### src/rtl/key_flag_indicator_if.sv
// key_flag_indicator_if: event/indicator signal bundle between event producer and blink indicator
//   flag_in  event strobe (producer -> indicator)
//   clr_in   overflow clear (producer -> indicator)
//   ind_out  indicator drive, busy, pending[3:0], overflow (indicator -> observer)
interface key_flag_indicator_if;
  logic       flag_in;
  logic       clr_in;
  logic       ind_out;
  logic       busy;
  logic [3:0] pending;
  logic       overflow;
  modport master (output flag_in, clr_in, input ind_out, busy, pending, overflow);
  modport slave  (input flag_in, clr_in, output ind_out, busy, pending, overflow);
endinterface

### src/rtl/key_flag_indicator.sv
// key_flag_indicator: turns event pulses into timed ON/OFF blinks, queueing events that arrive mid-blink
//   system_clk    clock
//   system_reset  asynchronous active-high reset
//   bus.slave     flag_in, clr_in in; ind_out, busy, pending, overflow out (all registered)
module key_flag_indicator #(
  parameter logic [23:0] ON_CNT_MAX   = 24'd12_499_999,
  parameter logic [23:0] OFF_CNT_MAX  = 24'd12_499_999,
  parameter logic [3:0]  PEND_MAX     = 4'd15,
  parameter logic        ACTIVE_LEVEL = 1'b1
) (
  input logic                 system_clk,
  input logic                 system_reset,
  key_flag_indicator_if.slave bus
);
  typedef enum logic [1:0] {IDLE, ON, OFF} state_t;
  state_t      state_q, state_d;
  logic [23:0] cnt_q, cnt_d;
  logic [3:0]  pend_q, pend_d;
  logic        ovf_q, ovf_d, ind_q, ind_d, busy_q, busy_d;
  logic        on_end, off_end, inc, dec, ovf_set;
  always_comb begin
    on_end  = state_q == ON && cnt_q == ON_CNT_MAX;
    off_end = state_q == OFF && cnt_q == OFF_CNT_MAX;
    dec     = off_end && pend_q != 4'd0;
    // a flag on the consuming OFF-end cycle with nothing queued starts the next blink directly
    inc     = bus.flag_in && state_q != IDLE && !(off_end && pend_q == 4'd0);
    ovf_set = inc && !dec && pend_q == PEND_MAX;
    pend_d  = (inc && !dec && pend_q != PEND_MAX) ? pend_q + 4'd1 :
              (!inc && dec)                       ? pend_q - 4'd1 : pend_q;
    ovf_d   = ovf_set ? 1'b1 : bus.clr_in ? 1'b0 : ovf_q;
    state_d = state_q == IDLE ? (bus.flag_in ? ON : IDLE) :
              state_q == ON   ? (on_end ? OFF : ON) :
              off_end         ? ((dec || bus.flag_in) ? ON : IDLE) : OFF;
    cnt_d   = (state_d != state_q || state_q == IDLE) ? 24'd0 : cnt_q + 24'd1;
    ind_d   = state_d == ON ? ACTIVE_LEVEL : ~ACTIVE_LEVEL;
    busy_d  = state_d != IDLE;
  end
  always_ff @(posedge system_clk or posedge system_reset) begin
    if (system_reset) begin
      state_q <= IDLE;
      cnt_q   <= 24'd0;
      pend_q  <= 4'd0;
      ovf_q   <= 1'b0;
      ind_q   <= ~ACTIVE_LEVEL;
      busy_q  <= 1'b0;
    end else begin
      state_q <= state_d;
      cnt_q   <= cnt_d;
      pend_q  <= pend_d;
      ovf_q   <= ovf_d;
      ind_q   <= ind_d;
      busy_q  <= busy_d;
    end
  end
  assign bus.ind_out  = ind_q;
  assign bus.busy     = busy_q;
  assign bus.pending  = pend_q;
  assign bus.overflow = ovf_q;
endmodule

### src/flat_wrapper.sv
// flat-port wrapper written by rule: the top's interface ports become plain ports
module key_flag_indicator_flat 
#(
  parameter logic [23:0] ON_CNT_MAX   = 24'd12_499_999,
  parameter logic [23:0] OFF_CNT_MAX  = 24'd12_499_999,
  parameter logic [3:0]  PEND_MAX     = 4'd15,
  parameter logic        ACTIVE_LEVEL = 1'b1
)
  (system_clk, system_reset, bus_flag_in, bus_clr_in, bus_ind_out, bus_busy, bus_pending, bus_overflow);
  key_flag_indicator_if bus_i ();
  input logic system_clk;
  input logic system_reset;
  input wire logic [$bits(bus_i.flag_in)-1:0] bus_flag_in;
  input wire logic [$bits(bus_i.clr_in)-1:0] bus_clr_in;
  output wire logic [$bits(bus_i.ind_out)-1:0] bus_ind_out;
  output wire logic [$bits(bus_i.busy)-1:0] bus_busy;
  output wire logic [$bits(bus_i.pending)-1:0] bus_pending;
  output wire logic [$bits(bus_i.overflow)-1:0] bus_overflow;
  assign bus_i.flag_in = bus_flag_in;
  assign bus_i.clr_in = bus_clr_in;
  assign bus_ind_out = bus_i.ind_out;
  assign bus_busy = bus_i.busy;
  assign bus_pending = bus_i.pending;
  assign bus_overflow = bus_i.overflow;
  key_flag_indicator #(.ON_CNT_MAX(ON_CNT_MAX), .OFF_CNT_MAX(OFF_CNT_MAX), .PEND_MAX(PEND_MAX), .ACTIVE_LEVEL(ACTIVE_LEVEL)) u_core (.system_clk(system_clk), .system_reset(system_reset), .bus(bus_i));
endmodule
### config.mk
export PLATFORM = sky130hd
export DESIGN_NAME = key_flag_indicator_flat
export DESIGN_NICKNAME = d
export VERILOG_FILES = /design/src/rtl/key_flag_indicator_if.sv /design/src/rtl/key_flag_indicator.sv /design/src/flat_wrapper.sv
export SDC_FILE = /design/constraint.sdc
export NUM_CORES = 1
export LEC_CHECK = 0
export CAP_MARGIN = 20
export CORE_MARGIN = 4
export CORE_UTILIZATION = 52
export CTS_CLUSTER_DIAMETER = 150
export DETAILED_ROUTE_END_ITERATION = 10
export GPL_TIMING_DRIVEN = 0
export PLACE_DENSITY = 0.74
export SYNTH_ARGS = -nofsm -noshare
export SYNTH_HDL_FRONTEND = slang
export SYNTH_SLANG_ARGS = --single-unit
### constraint.sdc
create_clock -name system_clk -period 2.37 [get_ports system_clk]
set_input_delay 0.237 -clock system_clk [delete_from_list [all_inputs] [get_ports system_clk]]
set_output_delay 0.237 -clock system_clk [all_outputs]
set_load 0.05 [all_outputs]
Word-level counts from Yosys, hierarchy flattened --
Index checks and enable logic that the tools add are counted.
Cells by class: $add $sub $neg 3, multiply operators 0, divide/modulo/power cells 0, magnitude comparators 0, equality and inequality tests 7, shift-type cells 0, multiplexer cells 12, bitwise gates (word level) 0, reductions and logical operators 22
Operators by type and width (number):
- $add 24x1->24 const B | 1
- $eq 24x24->1 const B | 1
- $mux 24 | 1
- $logic_and 1x1->1 | 10
- $mux 2 | 4
- $mux 4 | 2
- $reduce_bool 2->1 | 4
- $mux 1 | 5
- $add 4x1->4 const B | 1
- $eq 2x1->1 const B | 2
- $eq 4x4->1 const B | 1
- $logic_not 4->1 | 1
- $ne 4x4->1 const B | 1
- $reduce_bool 4->1 | 1
- $sub 4x1->4 const B | 1
- $logic_not 1->1 | 3
- $eq 2x2->1 const B | 1
- $logic_not 2->1 | 1
- $logic_or 1x1->1 | 2
- $ne 2x2->1 | 1
Word-level totals: register bits 33, bits in latches 0, RAM bits 0, memory bits (read-only) 0, logic and storage cells 50, memories 0

Logic depth before layout (Yosys ltp) --
Gate-level depths: netlist (run 1).
depth after elaboration 11, depth in mapped cells 10

Worst setup path before layout (run 1) --
No wires, ideal clock.
path kind reg2reg, from reg u_core.cnt_q[5], to reg u_core.pend_q[3], in the netlist u_core.bus.pending[3], setup time 143 ps, data arrival time 2399 ps, data required time 2227 ps, setup slack -172 ps, stages on the path, launching flop included 11, path buffers 0, clock period less this slack 2542 ps, cells stage by stage dfrtp_1 > nor4b_2 > nand4_1 > or3_1 > o21ai_1 > ha_1 > a21oi_1 > nand2_1 > and2_1 > mux2i_1 > xnor2_1
On the way: cells in the longest elaborated chain, start to end 8
Ends and longest elaborated chain:
- start, declared | RTL line key_flag_indicator.sv:17 | logic [23:0] cnt_q, cnt_d;
- start signal, assigned | RTL line key_flag_indicator.sv:48 | cnt_q <= cnt_d;
- $eq 24x24->1 (*) | RTL line key_flag_indicator.sv:23 | off_end = state_q == OFF && cnt_q == OFF_CNT_MAX;
- $logic_and 1x1->1 (*) | RTL line key_flag_indicator.sv:23
- $logic_and 1x1->1 | RTL line key_flag_indicator.sv:26 | inc = bus.flag_in && state_q != IDLE && !(off_end && pend_q == 4'd0);
- $logic_not 1->1 | RTL line key_flag_indicator.sv:26
- $logic_and 1x1->1 | RTL line key_flag_indicator.sv:26
- $logic_and 1x1->1 / $logic_not 1->1 (equally long branches) | RTL line key_flag_indicator.sv:28, key_flag_indicator.sv:29
- $logic_and 1x1->1 (on tied branches) | RTL line key_flag_indicator.sv:28, key_flag_indicator.sv:29
- $mux 4 / $reduce_bool 2->1 (equally long branches)
- end signal, assigned | RTL line key_flag_indicator.sv:49 | pend_q <= pend_d;
- end, declared | RTL line key_flag_indicator.sv:18 | logic [3:0] pend_q, pend_d;
Mark *: on every way between the ends. The rest lies on a longest branch, timed or not. A chain may end at the register's enable or synchronous reset.

Final worst setup path (run 1) --
from reg u_core.cnt_q[8], to reg u_core.pend_q[3], in the netlist u_core.bus.pending[3]
Same word-level chain as after synthesis.

==> results of run 1 <==
-- sequential cells by signal, indices dropped and copies added (netlist names) --
name,flops
u_core.bus.ind_out,1
u_core.bus.pending,4
u_core.state_q,2
u_core.cnt_q,24
u_core.bus.overflow,1
u_core.bus.busy,1
-- layer usage --
metal  routed length [microns]  vias up  track usage
met5                         0        -            0
met4                        65        0       0.0923
met3                       180        8       0.0485
met2                      1830       43        0.333
met1                      1560      646        0.237
li1                          -      621            -
-- worst min-delay path by stage --
| stage | slack, ps | depth (start not counted) | end |
|---|---|---|---|
| 2_1_floorplan | 350 | 1 | u_core.bus.overflow |
| 3_3_place_gp | 480 | 1 | u_core.cnt_q[0] |
| 3_5_place_dp | 480 | 1 | u_core.cnt_q[0] |
| 4_1_cts | 300 | 2 | u_core.cnt_q[10] |
| 5_1_grt | 350 | 2 | u_core.cnt_q[12] |
| 6_report | 280 | 2 | u_core.cnt_q[10] |
-- critical path, stage by stage, from the launching register on --
cell and delay [ps]:
dfrtp_1 420, nor4b_2 300, nand4_1 170, or3_4 380
o21ai_4 220, ha_4 240, a21oi_2 150, nand2_2 90
and2_4 170, mux2i_4 150, xnor2_1 140
-- cell families (layout without fill, tap and decap cells) --
kind of cell,Yosys count,count (layout),share of synthesized area
simple gates,86,86,0.267
flops,33,33,0.490
xor+xnor,26,26,0.135
compound gates,7,7,0.0282
buf+inv,7,34,0.0200
fa+ha+maj,4,4,0.0342
mux,4,4,0.0252
-- where the power goes --
group	internal (mW)	total, mW	leakage [nW]	switching, mW
combinational	0.285	0.646	0.444	0.361
clock	0.112	0.310	0.0310	0.199
sequential	0.663	0.797	0.421	0.134
total	1.06	1.75	0.896	0.693
-- cells in the final DEF (no fill, tap or decap), types with 2 or more instances in the layout --
cell	instances
dfrtp_1	32
nor2_1	29
xor2_1	17
nand2_1	12
nand3_1	12
buf_4	10
clkdlybuf4s50_1	10
and3_1	9
xnor2_1	9
nand4_1	7
clkbuf_4	5
inv_1	4
and4_1	3
nor4b_2	2
nand2_2	2
nor4_1	2
ha_1	2
clkinv_2	2
-- cell type report --
type	instances	share of cell area
Timing Repair Buffer	19	0.0916
Clock buffer	5	0.0183
Tap cell	44	0.0269
Buffer	3	0.00916
Sequential cell	33	0.404
Multi-Input combinational cell	127	0.435
Inverter	4	0.00733
Clock inverter	3	0.00855
-- stage by stage --
step | instances | hold WS, ps | setup slack [ps] | util | cell area [sq um]
floorplan | 167 | 346 | 7.10 | - | 1700
global placement | 221 | 479 | -203 | 0.603 | 1860
detailed placement | 222 | 482 | -292 | 0.612 | 1880
CTS | 238 | 299 | -133 | 0.655 | 2020
global route | 238 | 347 | -242 | 0.666 | 2050
finish | 238 | 284 | -136 | 0.666 | 2050
-- timing repair --
item	in CTS	in global routing
buffers inserted	8	0
setup endpoints to repair	3	3
hold buffers	0	0
resized for setup	3	7
gates cloned	0	0
pin swaps	3	8
==> qor.yml, run 1 <==
outcome:
  status: "complete, but fails checks"
  violations: "setup timing"
clocking:
  cts_tree: "yes"
  cts_buffer_depth: 2
  cts.sinks: 33
  clkLatencyLatePin_ps: 340
  clk_transition_reported_paths_ps: 100
  cts_root_buffer: "clkbuf_4"
  cts_max_level: 2
  cts_buffers: 5
worst_hold_path:
  min_path_type: "in2async"
timing:
  fin_ws_ps: -136
  finalHoldViolations: 0
  fin_tns_setup_ps: -136
  rsz0062_at_grt: "true"
  finClkSkew_ps: 5.39
  setup_viol: 1
  slew_headroom: 0.554
  worst_pin_slew_ps: 669
  slew_violations: 0
  period_share: 1.06
  fmax_ghz: 0.399
  fin_crit_ps: 2510
floorplanning:
  start_util: 0.548
  fp.dieW_microns: 64.9
  num_rows: 20
  die_h_microns: 64.9
  dieArea_sq_um: 4220
  core_area_sq_um: 3080
  ioPinCount: 11
yosys:
  synthArstFlopShare: 1.00
  yosys_warnings: 0
  post-synth-top-area-cell: "dfrtp_1"
  ys_ff_latch: 33
  ys.flop_type: "dfrtp_1"
  syn_nets: 175
  synth_cell_types: 30
  synth.most_common_cell: "dfrtp_1"
  avgSynthCellArea_sq_um: 10.1
  ys_top_cells_by_area: "dfrtp_1, xor2_1, nor2_1"
  synth_edf_count: 0
  synth_common_cells: "dfrtp_1, nor2_1, xor2_1"
  synth.yosys.seq_area_share: 0.490
  yosysTopAreaCellShare: 0.490
  syn_inst: 167
  synth_area_sq_um: 1690
route:
  remaining_drc_errors: 0
  via_per_inst: 5.54
  drt_iter0_drc: 82
  ant_nets: 0
  wl_per_cell_microns: 15.3
  totalWireLength_microns: 3630
  num_vias: 1318
  first_pass_iters: 6
setup_path:
  worstPathArrival_ps: 2770
  cp-endpoint: "u_core.bus.pending[3]"
  r2r-end: "u_core.bus.pending[3]"
  worst-r2r-cell-count: 10
  cp-startpoint: "u_core.cnt_q[8]"
  start_kind: "flip-flop"
  critPathCaptureType: "flip-flop"
  reg2reg_from: "u_core.cnt_q[8]"
  crit_fanout: 3
  r2r_slack_ps: -140
  cp.required_ps: 2640
  worst-setup-path-type: "reg2reg"
global_routing:
  antenna_found_initial: 0
  grt.overflow.total: 0
  grt_max_degree: 20
  grtUsageTotal: 0.198
  grt_pass1_vias: 1358
  grt_pass1_wl_microns: 6350
placement:
  numPortBuffers: 10
  gp_congestion: 0.763
  hpwl_microns: 2490
power_and_ir_drop:
  powerDensity_nw_per_um2: 855
  ir_worst_vdd_v: 0.000770
  p_leak_nw: 0.896
  p_total_mw: 1.75
finish:
  regArea_sq_um: 827
  area_growth_pct: 21.6
  nets: 201
  n_antenna_cell: 0
  multi_input_area_sq_um: 891
  drive_gt1_frac: 0.180
  fillers: 250
job:
  drv_cap: 0
No activity file was read; power rests on OpenSTA's default activity.
==> run 2: changes to the inputs <==
clock period = 2.3 ns   (was 2.37 ns; I/O delays follow)
==> run 2 against run 1 <==
Net effect:
- the run still ends with setup timing left
- final area up 2.0%
- worst setup slack worse by 16 ps
- cell count up 0.84%
- sequential cell count unchanged
- non-clock buffer count up 2
- register-to-register slack worse by 20 ps
- global-route usage down 1.8 points
- largest cell class unchanged
- total power up 5.9%
- clock skew up 6.9 ps
- routed wire length down 9.2%
==> qor.yml, run 2 (synthesis gave the netlist of run 1 again) <==
timing:
  finalHoldViolations: 0  # unchanged
  fin_ws_ps: -152  # -16.0 ps
  rsz0062_at_grt: "true"
  slew_violations: 0  # unchanged
  worst_pin_slew_ps: 654  # -14.7 ps
  setup_viol: 2  # +1
  period_share: 1.07  # +0.00869
  fin_crit_ps: 2450  # -54.0 ps
  fmax_ghz: 0.408  # +2.2%
  slew_headroom: 0.560  # +0.00663
  finClkSkew_ps: 12.3  # +6.91 ps
setup_path:
  reg2reg_from: "u_core.cnt_q[8]"
  worst-r2r-cell-count: 10  # unchanged
  worst-setup-path-type: "reg2reg"
  max_stage_delay_ps: 420  # about the same
  worstPathCellList: "nor4b_4, nand4_1, or3_4, o21ai_4, ha_4, a21oi_2, nand2_1, and2_1, mux2i_1, xnor2_1"
  crit_fanout: 5  # +2
  slowest_stage: "dfrtp_1"
  start_kind: "flip-flop"
  critPathCaptureType: "flip-flop"
  cp-startpoint: "u_core.cnt_q[8]"
  cp.required_ps: 2560  # -80 ps
  worstPathArrival_ps: 2710  # -60 ps
finish:
  n_antenna_cell: 0  # unchanged
  final_common_cell: "dfrtp_1"
  area_growth_pct: 24.0
  nets: 203  # +1.0%
  largest_register_ffs: 24  # unchanged
  layout_common_cells: "dfrtp_1, nor2_1, xor2_1"
  largest_register: "u_core.cnt_q"
  drive_gt1_frac: 0.194  # +0.0135
  final_cells: 240  # +0.84%
global_routing:
  grt_pass1_wl_microns: 5850  # -7.9%
  grt.overflow.total: 0  # unchanged
  grt_pass1_vias: 1366  # +0.59%
  antenna_found_initial: 0  # unchanged
  grtUsageTotal: 0.180  # -0.0181
  grt_max_degree: 22  # +10%
power_and_ir_drop:
  powerDensity_nw_per_um2: 888  # +3.8%
  ir_worst_vdd_v: 0.000779  # +1.1%
  combPwrFrac: 0.359  # -0.009
  p_seq_frac: 0.444  # -0.011
  p_total_mw: 1.86  # +5.9%
  netSwitchingPower_mw: 0.692  # -0.25%
  internal_power_mw: 1.16  # +9.8%
  swShare: 0.373  # -0.0228
  p_clk_frac: 0.197  # +0.020
  p_leak_nw: 0.934  # +4.2%
route:
  drt_iter0_drc: 55  # -33%
  via_per_inst: 5.31  # -4.1%
  totalWireLength_microns: 3300  # -9.2%
  num_vias: 1275  # -3.3%
  remaining_drc_errors: 0  # unchanged
  ant_nets: 0  # unchanged
  wl_per_cell_microns: 13.7  # -10%
  first_pass_iters: 4  # -2
outcome:
  violations: "setup timing"
  status: "complete, but fails checks"
clocking:
  clkLatencyLatePin_ps: 330  # about the same
  cts_tree: "yes"
  clk_transition_reported_paths_ps: 100  # about the same
  cts_max_level: 2  # unchanged
  cts.sinks: 33  # unchanged
  cts_buffers: 5  # unchanged
  cts_root_buffer: "clkbuf_4"
  cts_buffer_depth: 2  # unchanged
  cts_hold_buf: 0  # unchanged
floorplanning:
  core_area_sq_um: 3080  # unchanged
  die_h_microns: 64.9  # unchanged
  fp.dieW_microns: 64.9  # unchanged
  num_rows: 20  # unchanged
  ioPinCount: 11  # unchanged
  start_util: 0.548  # unchanged
  dieArea_sq_um: 4220  # unchanged
placement:
  dpl_worst_slack_ps: -286  # +5.77 ps
  placed_cells: 222  # unchanged
  hpwl_microns: 2250  # -9.8%
  numPortBuffers: 10  # unchanged
  gp_congestion: 0.799  # +4.7%
job:
  drv_cap: 0  # unchanged
worst_hold_path:
  min_path_type: "in2async"
run 2: path summary, 6_finish.rpt:
path / slack, ps / to
max: -150 / u_core.bus.pending[3]
min: 250 / u_core.bus.overflow
max reg2reg: -150 / u_core.bus.pending[3]
min reg2reg: 490 / u_core.cnt_q[0]
max in group asynchronous: 1540 / u_core.cnt_q[9]
min in group system_clk: 480 / u_core.bus.overflow
run 2: power groups by stage:
stage	clock network [mW]	registers [mW]	logic [mW]
finish	0.366	0.824	0.666
global route	0.408	0.840	0.728
CTS	0.379	0.821	0.648
detailed placement	0	0.835	0.565
global placement	0	0.835	0.544
floorplan	0	0.955	0.275
run 2: per-layer routing:
layer / up-vias / wire, microns / GRT usage
met1: 619 / 1410 / 0.208
met5: - / 0 / 0
met2: 24 / 1710 / 0.313
li1: 627 / - / -
met3: 5 / 131 / 0.0572
met4: 0 / 41 / 0.0607
run 2: area by class of cell:
class	count	area [sq um]
sequential	33	828
tap	44	55.1
fill	234	988
buffer	2	15.0
multi-input combinational	127	896
inverter	4	15.0
timing repair buffer	22	210
clock inverter	1	5.00
clock buffer	7	65.1
run 2: critical path: cells and delay by family, from the launching register on:
family                   cells  cell delay, ps
multiplexers                 1             170
AO/OA/AOI/OAI                2             310
XOR/XNOR                     1             140
flip-flops                   1             420
adder cells (fa/ha/maj)      1             240
AND/OR/NAND/NOR              5            1100
run 2: repair_timing:
| item | 4_1_cts | 5_1_grt |
|---|---|---|
| buffers inserted | 81 | 3 |
| setup endpoints to repair | 3 | 4 |
| resized for setup | 7 | 3 |
| pin swaps | 4 | 4 |
| endpoints found under the hold margin | 0 | 0 |
run 2: per-stage QoR:
| step | area [sq um] | hold WS (ps) | utilization | TNS (ps) |
|---|---|---|---|---|
| 2_1_floorplan | 1710 | 339 | - | -27.0 |
| 3_3_place_gp | 1870 | 477 | 0.607 | -365 |
| 3_5_place_dp | 1900 | 480 | 0.616 | -523 |
| 4_1_cts | 2060 | 247 | 0.669 | -229 |
| 5_1_grt | 2090 | 282 | 0.679 | -586 |
| 6_report | 2090 | 249 | 0.679 | -260 |
==> run 3: changes to the inputs <==
CAP_MARGIN = not set   (was 20)
SETUP_SLACK_MARGIN = 0.1   (was not set)
==> run 3 against run 2 <==
Net effect:
- the flow still finishes with violations (setup timing)
- cell count fell by 0.42%
- highest routed layer unchanged
- sequential share of layout area rose by 0.68 points
- clock skew fell by 1.4 ps
- clock-buffer cell count fell by 1
- global-route usage rose by 0.37 points
- non-clock buffer count fell by 1
- total power fell by 3.0%
- worst setup slack got worse by 57 ps
- combinational power barely moved
- register-to-register slack got worse by 60 ps
- clock power fell by 16%
==> qor.yml, run 3 (synthesis gave the netlist of run 1 again) <==
finish:
  final_cells: 239  # -0.42%
  area_growth_pct: 21.9
  nets: 202  # -0.49%
  final_common_cell: "dfrtp_1"
  largest_register: "u_core.cnt_q"
  layout_common_cells: "dfrtp_1, nor2_1, xor2_1"
  largest_register_ffs: 24  # unchanged
  n_antenna_cell: 0  # unchanged
  final_util: 0.667  # -0.0114
  drive_gt1_frac: 0.179  # -0.0144
outcome:
  status: "complete, but fails checks"
  violations: "setup timing"
clocking:
  cts.sinks: 33  # unchanged
  cts_root_buffer: "clkbuf_4"
  cts_max_level: 2  # unchanged
  clkLatencyLatePin_ps: 340  # about the same
  clk_transition_reported_paths_ps: 100  # about the same
  cts_buffer_depth: 2  # unchanged
  cts_tree: "yes"
  cts_buffers: 5  # unchanged
floorplanning:
  die_h_microns: 64.9  # unchanged
  core_area_sq_um: 3080  # unchanged
  start_util: 0.548  # unchanged
  dieArea_sq_um: 4220  # unchanged
  num_rows: 20  # unchanged
  fp.dieW_microns: 64.9  # unchanged
  ioPinCount: 11  # unchanged
setup_path:
  reg2reg_from: "u_core.cnt_q[9]"
  cp-startpoint: "u_core.cnt_q[9]"
  max_stage_delay_ps: 440  # +20 ps
  slowest_stage: "dfrtp_2"
  worstPathCellList: "nor4b_4, nand4_1, or3_4, o21ai_4, ha_4, a21oi_2, nand2_1, nor3_1, mux2i_1, xnor2_1"
  critPathCaptureType: "flip-flop"
  worstPathArrival_ps: 2740  # +30 ps
  start_kind: "flip-flop"
  cp.required_ps: 2530  # -30 ps
  worst-setup-path-type: "reg2reg"
  crit_fanout: 3  # -2
route:
  drt_iter0_drc: 50  # -9.1%
  totalWireLength_microns: 3450  # +4.6%
  ant_nets: 0  # unchanged
  wl_per_cell_microns: 14.4  # +5.1%
  remaining_drc_errors: 0  # unchanged
  first_pass_iters: 4  # unchanged
  num_vias: 1311  # +2.8%
  via_per_inst: 5.49  # +3.3%
power_and_ir_drop:
  p_total_mw: 1.80  # -3.0%
  ir_worst_vdd_v: 0.000734  # -5.8%
  p_leak_nw: 0.899  # -3.8%
  powerDensity_nw_per_um2: 876  # -1.3%
timing:
  slew_headroom: 0.598  # +0.0381
  period_share: 1.09  # +0.0248
  finClkSkew_ps: 10.9  # -1.37 ps
  setup_viol: 2  # unchanged
  rsz0062_at_grt: "true"
  worst_pin_slew_ps: 598  # -56.7 ps
  fin_crit_ps: 2510  # +57.0 ps
  fin_ws_ps: -209  # -57.0 ps
  finalHoldViolations: 0  # unchanged
  slew_violations: 0  # unchanged
  fmax_ghz: 0.399  # -2.3%
placement:
  numPortBuffers: 10  # unchanged
  gp_congestion: 0.771  # -3.5%
  placed_cells: 221  # -0.45%
  hpwl_microns: 2330  # +3.9%
global_routing:
  grt_max_degree: 34  # +55%
  grt_pass1_wl_microns: 5900  # +0.82%
  grt_pass1_vias: 1315  # -3.7%
  antenna_found_initial: 0  # unchanged
  grt.overflow.total: 0  # unchanged
  grtUsageTotal: 0.184  # +0.00369
job:
  drv_cap: 0  # unchanged
worst_hold_path:
  min_path_type: "in2async"
run 3: changes by cell type in the layout (fill, tap and decap cells not counted), sizes merged:
cell,delta
buf,-1
clkbuf,-1
clkinv,+2
inv,-1
run 3: where the power goes:
group | internal [mW] | total [mW] | switching, mW
Clock | 0.116 | 0.308 | 0.191
Sequential | 0.685 | 0.830 | 0.145
Combinational | 0.302 | 0.663 | 0.361
run 3: worst paths after layout:
kind	endpoint	slack, ps	depth (start not counted)
min	u_core.cnt_q[3]	130	2
max reg2reg	u_core.bus.pending[3]	-210	10
min in group system_clk	u_core.bus.overflow	490	2
max in group asynchronous	u_core.cnt_q[19]	1750	3
min reg2reg	u_core.cnt_q[0]	490	1
max	u_core.bus.pending[3]	-210	10
run 3: per-layer routing:
| layer | track usage | wire length (microns) | vias up |
|---|---|---|---|
| li1 | - | - | 624 |
| met1 | 0.209 | 1490 | 659 |
| met2 | 0.310 | 1780 | 22 |
| met3 | 0.0624 | 135 | 6 |
| met4 | 0.0818 | 54 | 0 |
| met5 | 0 | 0 | - |
run 3: metrics by stage:
step                hold WS [ps]  area [sq um]  TNS [ps]  setup slack (ps)
floorplan                    339          1710     -27.0             -27.0
global placement             477          1870      -369              -236
detailed placement           479          1870      -525              -309
CTS                          470          1990      -392              -245
global route                 143          2050      -617              -322
finish                       128          2050      -377              -209
run 3: cell type report:
cell class / instances / area (sq um)
inverters: 4 / 15.0
repair buffers: 21 / 203
fillers: 255 / 1020
clock inverters: 2 / 10.0
well taps: 44 / 55.1
plain buffers: 2 / 15.0
multi-input cells: 127 / 887
clock buffers: 6 / 41.3
flip-flops and latches: 33 / 828
run 3: worst max-delay path: cells and delay by family, from the launching register on:
kind            cells  cell delay, ps
fa+ha+maj           1             250
xor+xnor            1             140
mux                 1             140
compound gates      2             310
simple gates        5            1120
flops               1             440
run 3: timing repair:
| item | in CTS | in global routing |
|---|---|---|
| endpoints found under the hold margin | 0 | 0 |
| setup buffers | 7 | 3 |
| setup endpoints to repair | 3 | 4 |
| hold buffers | 0 | 0 |
| gates resized for setup | 5 | 3 |
| pin swaps | 11 | 5 |
